File: src/rtl/i2s_rx.sv
// I2S receiver: recovers left/right words from an I2S stream whose bit clock
// is asynchronous to mclk and presents each completed stereo pair in parallel.
// Words shorter than DATA_RES are left-justified and flagged short. Bits past
// DATA_RES are dropped.
module i2s_rx #(
  parameter int DATA_RES = 24
) (
  input  logic                mclk,
  input  logic                reset,
  input  logic                sclk,
  input  logic                lrclk,
  input  logic                i_sdin,
  output logic [DATA_RES-1:0] o_ldout,
  output logic [DATA_RES-1:0] o_rdout,
  output logic                o_valid,
  output logic                o_short
);

  localparam int CNT_W = $clog2(DATA_RES + 1);
  localparam logic [CNT_W-1:0] FULL = CNT_W'(DATA_RES);

  typedef enum logic [1:0] {
    SYNC  = 2'd0,
    LEFT  = 2'd1,
    RIGHT = 2'd2
  } state_t;

  // Saturating bit counter increment: stops at DATA_RES so extra bits are dropped
  function automatic logic [CNT_W-1:0] sat_inc(input logic [CNT_W-1:0] c);
    return (c < FULL) ? c + CNT_W'(1) : FULL;
  endfunction

  // Left-justify an n-bit word held in the LSBs; missing LSBs become 0
  function automatic logic [DATA_RES-1:0] justify(input logic [DATA_RES-1:0] w,
                                                  input logic [CNT_W-1:0]    n);
    return w << (FULL - n);
  endfunction

  // Synchronizers
  logic sclk_s1, sclk_s2, sclk_s3;
  logic lr_s1, lr_s2;
  logic sd_s1, sd_s2;

  // Bit assembly
  logic [DATA_RES-1:0] shreg;
  logic [CNT_W-1:0]    count;
  logic                lr_prev;
  logic                rise;
  logic                lr_now;
  logic                bit_in;
  logic                bnd;
  logic [DATA_RES-1:0] shreg_nxt;
  logic [CNT_W-1:0]    n_nxt;

  // Completed-word stage
  logic                vld_p0;
  logic                lr_p0;
  logic [DATA_RES-1:0] word_p0;
  logic [CNT_W-1:0]    n_p0;
  logic [DATA_RES-1:0] word_j;
  logic                short_j;

  // Framing FSM and pair stage
  state_t              state, state_nxt;
  logic                load_hold;
  logic                emit;
  logic [DATA_RES-1:0] hold;
  logic                hold_short;
  logic                vld_p1;
  logic [DATA_RES-1:0] lword_p1;
  logic [DATA_RES-1:0] rword_p1;
  logic                short_p1;

  // ---- stage boundary: asynchronous inputs into the mclk domain ----
  // Two-flop synchronizers on all inputs, plus a third sclk flop for edge detect
  always_ff @(posedge mclk) begin
    if (reset) begin
      sclk_s1 <= 1'b0;
      sclk_s2 <= 1'b0;
      sclk_s3 <= 1'b0;
      lr_s1   <= 1'b0;
      lr_s2   <= 1'b0;
      sd_s1   <= 1'b0;
      sd_s2   <= 1'b0;
    end else begin
      sclk_s1 <= sclk;
      sclk_s2 <= sclk_s1;
      sclk_s3 <= sclk_s2;
      lr_s1   <= lrclk;
      lr_s2   <= lr_s1;
      sd_s1   <= i_sdin;
      sd_s2   <= sd_s1;
    end
  end

  // Rise detection and the word-in-progress update it would cause
  always_comb begin
    rise      = sclk_s2 & ~sclk_s3;
    lr_now    = lr_s2;
    bit_in    = sd_s2;
    bnd       = rise & (lr_now != lr_prev);
    shreg_nxt = (count < FULL) ? {shreg[DATA_RES-2:0], bit_in} : shreg;
    n_nxt     = sat_inc(count);
  end

  // ---- stage boundary: p0, bit assembly and word completion ----
  // Shift bits in on each sclk rise; on a word-select change close the word
  always_ff @(posedge mclk) begin
    if (reset) begin
      shreg   <= '0;
      count   <= '0;
      lr_prev <= 1'b0;
      vld_p0  <= 1'b0;
    end else begin
      vld_p0 <= bnd;
      if (rise) begin
        lr_prev <= lr_now;
        if (bnd) begin
          shreg <= '0;
          count <= '0;
        end else begin
          shreg <= shreg_nxt;
          count <= n_nxt;
        end
      end
    end
  end

  // Capture the completed word (including the boundary bit) and its length
  always_ff @(posedge mclk) begin
    if (bnd) begin
      word_p0 <= shreg_nxt;
      n_p0    <= n_nxt;
      lr_p0   <= lr_now;
    end
  end

  // Justified word and short flag for the word leaving p0
  always_comb begin
    word_j  = justify(word_p0, n_p0);
    short_j = (n_p0 < FULL);
  end

  // ---- stage boundary: p1, framing and pairing ----
  // FSM state register
  always_ff @(posedge mclk) begin
    if (reset) state <= SYNC;
    else       state <= state_nxt;
  end

  // Framing: lock onto a left-word start, then pair each left with the next right
  always_comb begin
    state_nxt = state;
    load_hold = 1'b0;
    emit      = 1'b0;
    if (vld_p0) begin
      case (state)
        SYNC: begin
          if (!lr_p0) state_nxt = LEFT;
        end
        LEFT: begin
          if (lr_p0) begin
            load_hold = 1'b1;
            state_nxt = RIGHT;
          end
        end
        RIGHT: begin
          if (!lr_p0) begin
            emit      = 1'b1;
            state_nxt = LEFT;
          end
        end
        default: state_nxt = SYNC;
      endcase
    end
  end

  // Left holding register and pair-valid control
  always_ff @(posedge mclk) begin
    if (reset) begin
      hold       <= '0;
      hold_short <= 1'b0;
      vld_p1     <= 1'b0;
    end else begin
      vld_p1 <= emit;
      if (load_hold) begin
        hold       <= word_j;
        hold_short <= short_j;
      end
    end
  end

  // Pair data travelling alongside vld_p1
  always_ff @(posedge mclk) begin
    if (emit) begin
      lword_p1 <= hold;
      rword_p1 <= word_j;
      short_p1 <= hold_short | short_j;
    end
  end

  // ---- stage boundary: p2, output registers ----
  // Outputs change only with o_valid and hold otherwise
  always_ff @(posedge mclk) begin
    if (reset) begin
      o_ldout <= '0;
      o_rdout <= '0;
      o_valid <= 1'b0;
      o_short <= 1'b0;
    end else begin
      o_valid <= vld_p1;
      o_short <= vld_p1 & short_p1;
      if (vld_p1) begin
        o_ldout <= lword_p1;
        o_rdout <= rword_p1;
      end
    end
  end

endmodule

File: config.mk
export PLATFORM = sky130hd
export DESIGN_NAME = i2s_rx
export DESIGN_NICKNAME = d
export VERILOG_FILES = /design/src/rtl/i2s_rx.sv
export SDC_FILE = /design/constraint.sdc
export NUM_CORES = 1
export LEC_CHECK = 0
export ABC_AREA = 0
export CAP_MARGIN = 20
export CORE_AREA = 3 3 135 137
export CTS_CLUSTER_DIAMETER = 100
export DETAILED_ROUTE_END_ITERATION = 7
export DIE_AREA = 0 0 138 140
export PLACE_DENSITY = 0.77
export SETUP_SLACK_MARGIN = 0.2
export SLEW_MARGIN = 20
export SYNTH_ARGS = -nofsm -noshare
export SYNTH_HDL_FRONTEND = slang
export SYNTH_SLANG_ARGS = --single-unit
File: constraint.sdc
create_clock -name mclk -period 7.55 [get_ports mclk]
set_input_delay 2.265 -clock mclk [delete_from_list [all_inputs] [get_ports mclk]]
set_output_delay 2.265 -clock mclk [all_outputs]
set_load 0.01 [all_outputs]
==> metrics <==
outcome completed; Critical Path Max Stage Delay between 0.5 and 0.6 ns; Chip Width 138 µm; layer with the highest usage met2; Place WS ~3.9 ns; Worst Path Arrival ~1.3 ns; post-DP HPWL 11.5 mm; Ports 55; Routed Antenna Nets 0; GR Layer Usage met2 0.293; clock buffer depth 2; post-CTS repair timing setup buffer count 0; vias in the first global route 5,335; Die ar. approximately 19,000 µm²; Max Cap Viol 0; grt met1 use 0.224; fin crit share 0.477; Initial Utilization 0.487; Syn Nets between 700 and 800; initial detailed-routing violation count 401; global route total overflow 0; Fmax achieved between 200 and 300 MHz; CTS clk-pin slew, worst paths approximately 0.07 ns; Buf/Inv on CP 1; DRC Markers 0; antenna cells 0; xor and xnor area share after synthesis 0.0169; Compound-Gate Fraction of Synth Area 0.0862; Tot Pwr around 2.0 mW; Routed Wire Length 16.4 mm; number of synthesized flops with an enable pin roughly 80; PortBufs 54; HP Class flip-flop to flip-flop; final instance area 9570 µm²; most frequent cells in the layout dfxtp_1, nor2_1, mux2i_1; Worst Skew ~0.0086 ns; pwr dens between 200 and 250 nW/µm²; RSZ-0062 raised after global routing no; r2r setup slk a little over 4 ns; CTS root buffer clkbuf_16; commonest non-fill, non-tap cell in the layout dfxtp_1; Slowest cell on crit path clkdlybuf4s50_1; Top FF cell, synth dfxtp_1; nets about 750; H-tree depth 4; synthesized area per cell 11.8 µm²; final setup fails 0; Syn Std Cell Area around 8400 µm²; Fin. Hold Viols 0; clock insertion delay at the later pin of the skew report roughly 0.43 ns; CTS tree built; final cell count without fillers 977; RD Place Congestion 0.924; yosys warns 0; mux contribution to synthesized area 0.182; FFs w/ async S/R, synth 0; row count 48; Core Region around 17,000 µm²; grt met3 use 0.0345; Routed WL per cell between 15 and 20 µm; clock sink count around 200; crit path capture type primary output; placed cells 945; post-synthesis cell type count 63; final core utilization 0.557; cells along the critical path clkdlybuf4s50_1; Worst VDD drop between 0.15 and 0.2 mV; Final Critical Period approximately 3.6 ns; PostCTS Resize Cnt 0; CP Max Fanout 2; Setup TNS 0 ns; CTS Hold Bufs 0; Pleak approximately 3.4 nW; worst setup margin ~3.9 ns; routed via count 5,393; CTS Buf Count 17; Die Y-Extent 140 µm; first-pass GRT wire length 27.6 mm; Synth Instances approximately 710; Adder-Cell Fraction of Synth Area 0.00299; max-slew violations 0; layout cell share with drive strength beyond 1 0.138; synthesis-to-finish area growth 14.4%; gr usage total 0.174; count of state elements after synthesis slightly below 200; number of antenna violations at the first check in global routing 0; Min Hold Slack between 0.4 and 0.5 ns; Critical Path RT 5.29 ns; first drt pass iteration count 5; actual slew at the worst max-slew pin 1.06 ns; Simple-Gate Fraction of Synth Area 0.113; largest net degree at the start of global routing around 120; crit-path leading delay family buffers and inverters; largest family of logic cells by synthesized area multiplexers; crit path launch type flip-flop; dpl cell area roughly 9000 µm²; Vias/cell between 5 and 6; Max-slew headroom 0.290; CP Class flip-flop to primary output; sequential element share of the synthesized area 0.561
synth_stat cells (all sizes together) (3+ instances only):
| library cell | count | share of area |
|---|---|---|
| dfxtp | 116 | 0.28 |
| nor2 | 112 | 0.050 |
| mux2i | 85 | 0.10 |
| edfxtp | 79 | 0.28 |
| nand2 | 39 | 0.018 |
| mux2 | 37 | 0.050 |
| a22oi | 31 | 0.030 |
| a21oi | 27 | 0.016 |
| clkbuf | 27 | 0.012 |
| buf | 23 | 0.022 |
| nor2b | 14 | 0.010 |
| mux4 | 11 | 0.030 |
| nor3 | 11 | 0.0072 |
| inv | 8 | 0.0036 |
| nand3 | 6 | 0.0036 |
| xnor2 | 6 | 0.0085 |
| and2 | 5 | 0.0037 |
| nand2b | 5 | 0.0037 |
| o21ai | 5 | 0.0030 |
| o31ai | 5 | 0.0045 |
| xor2 | 5 | 0.0084 |
| a22o | 4 | 0.0042 |
| nand3b | 4 | 0.0036 |
| a311oi | 3 | 0.0031 |
| o21a | 3 | 0.0027 |
| o22ai | 3 | 0.0022 |
area by class of cell:
type / instances / area (µm²)
repair buffers: 63 / 609
clock inverters: 14 / 149
inverters: 8 / 30.0
fillers: 1464 / 7610
multi-input cells: 454 / 3370
flip-flops and latches: 195 / 4700
well taps: 225 / 282
clock buffers: 18 / 429
state kept, by name (all words and copies together) (netlist names), 5 cells and up:
name	flops
o_rdout	24
shreg	24
rword_p1	24
n_p0	5
word_p0	24
o_ldout	24
hold	24
count	5
lword_p1	24
worst register-to-register path: stages (launching register included):
cell and delay, ns:
edfxtp_1 0.36, buf_4 0.24, inv_2 0.34, ha_1 0.50
xor2_4 0.72, mux4_2 0.64, a22o_1 0.28, o31ai_1 0.26
final timing paths:
check	startpoint	to	depth (start not counted)
max	o_rdout[21]	o_rdout[21]	1
min	hold[14]	lword_p1[14]	0
max reg2reg	n_p0[0]	hold[16]	7
min reg2reg	hold[14]	lword_p1[14]	0
routing by layer:
| layer | up-vias | share of wire | routed length [µm] |
|---|---|---|---|
| li1 | 2616 | - | - |
| met1 | 2616 | 0.45 | 7320 |
| met2 | 129 | 0.50 | 8250 |
| met3 | 32 | 0.032 | 524 |
| met4 | 0 | 0.021 | 338 |
| met5 | - | 0 | 0 |
cell families after synthesis:
kind of cell    Yosys count
mux                     133
fa+ha+maj                 2
xor+xnor                 11
simple gates            208
buf+inv                  58
compound gates          100
flops                   195
power by group:
part           switching [mW]  leakage (nW)  internal [mW]
clock network           0.406         0.286          0.467
registers             0.00217          1.64           1.09
logic                  0.0259          1.43         0.0126
total                   0.434          3.36           1.57
Power figures use the tool's default switching activity.
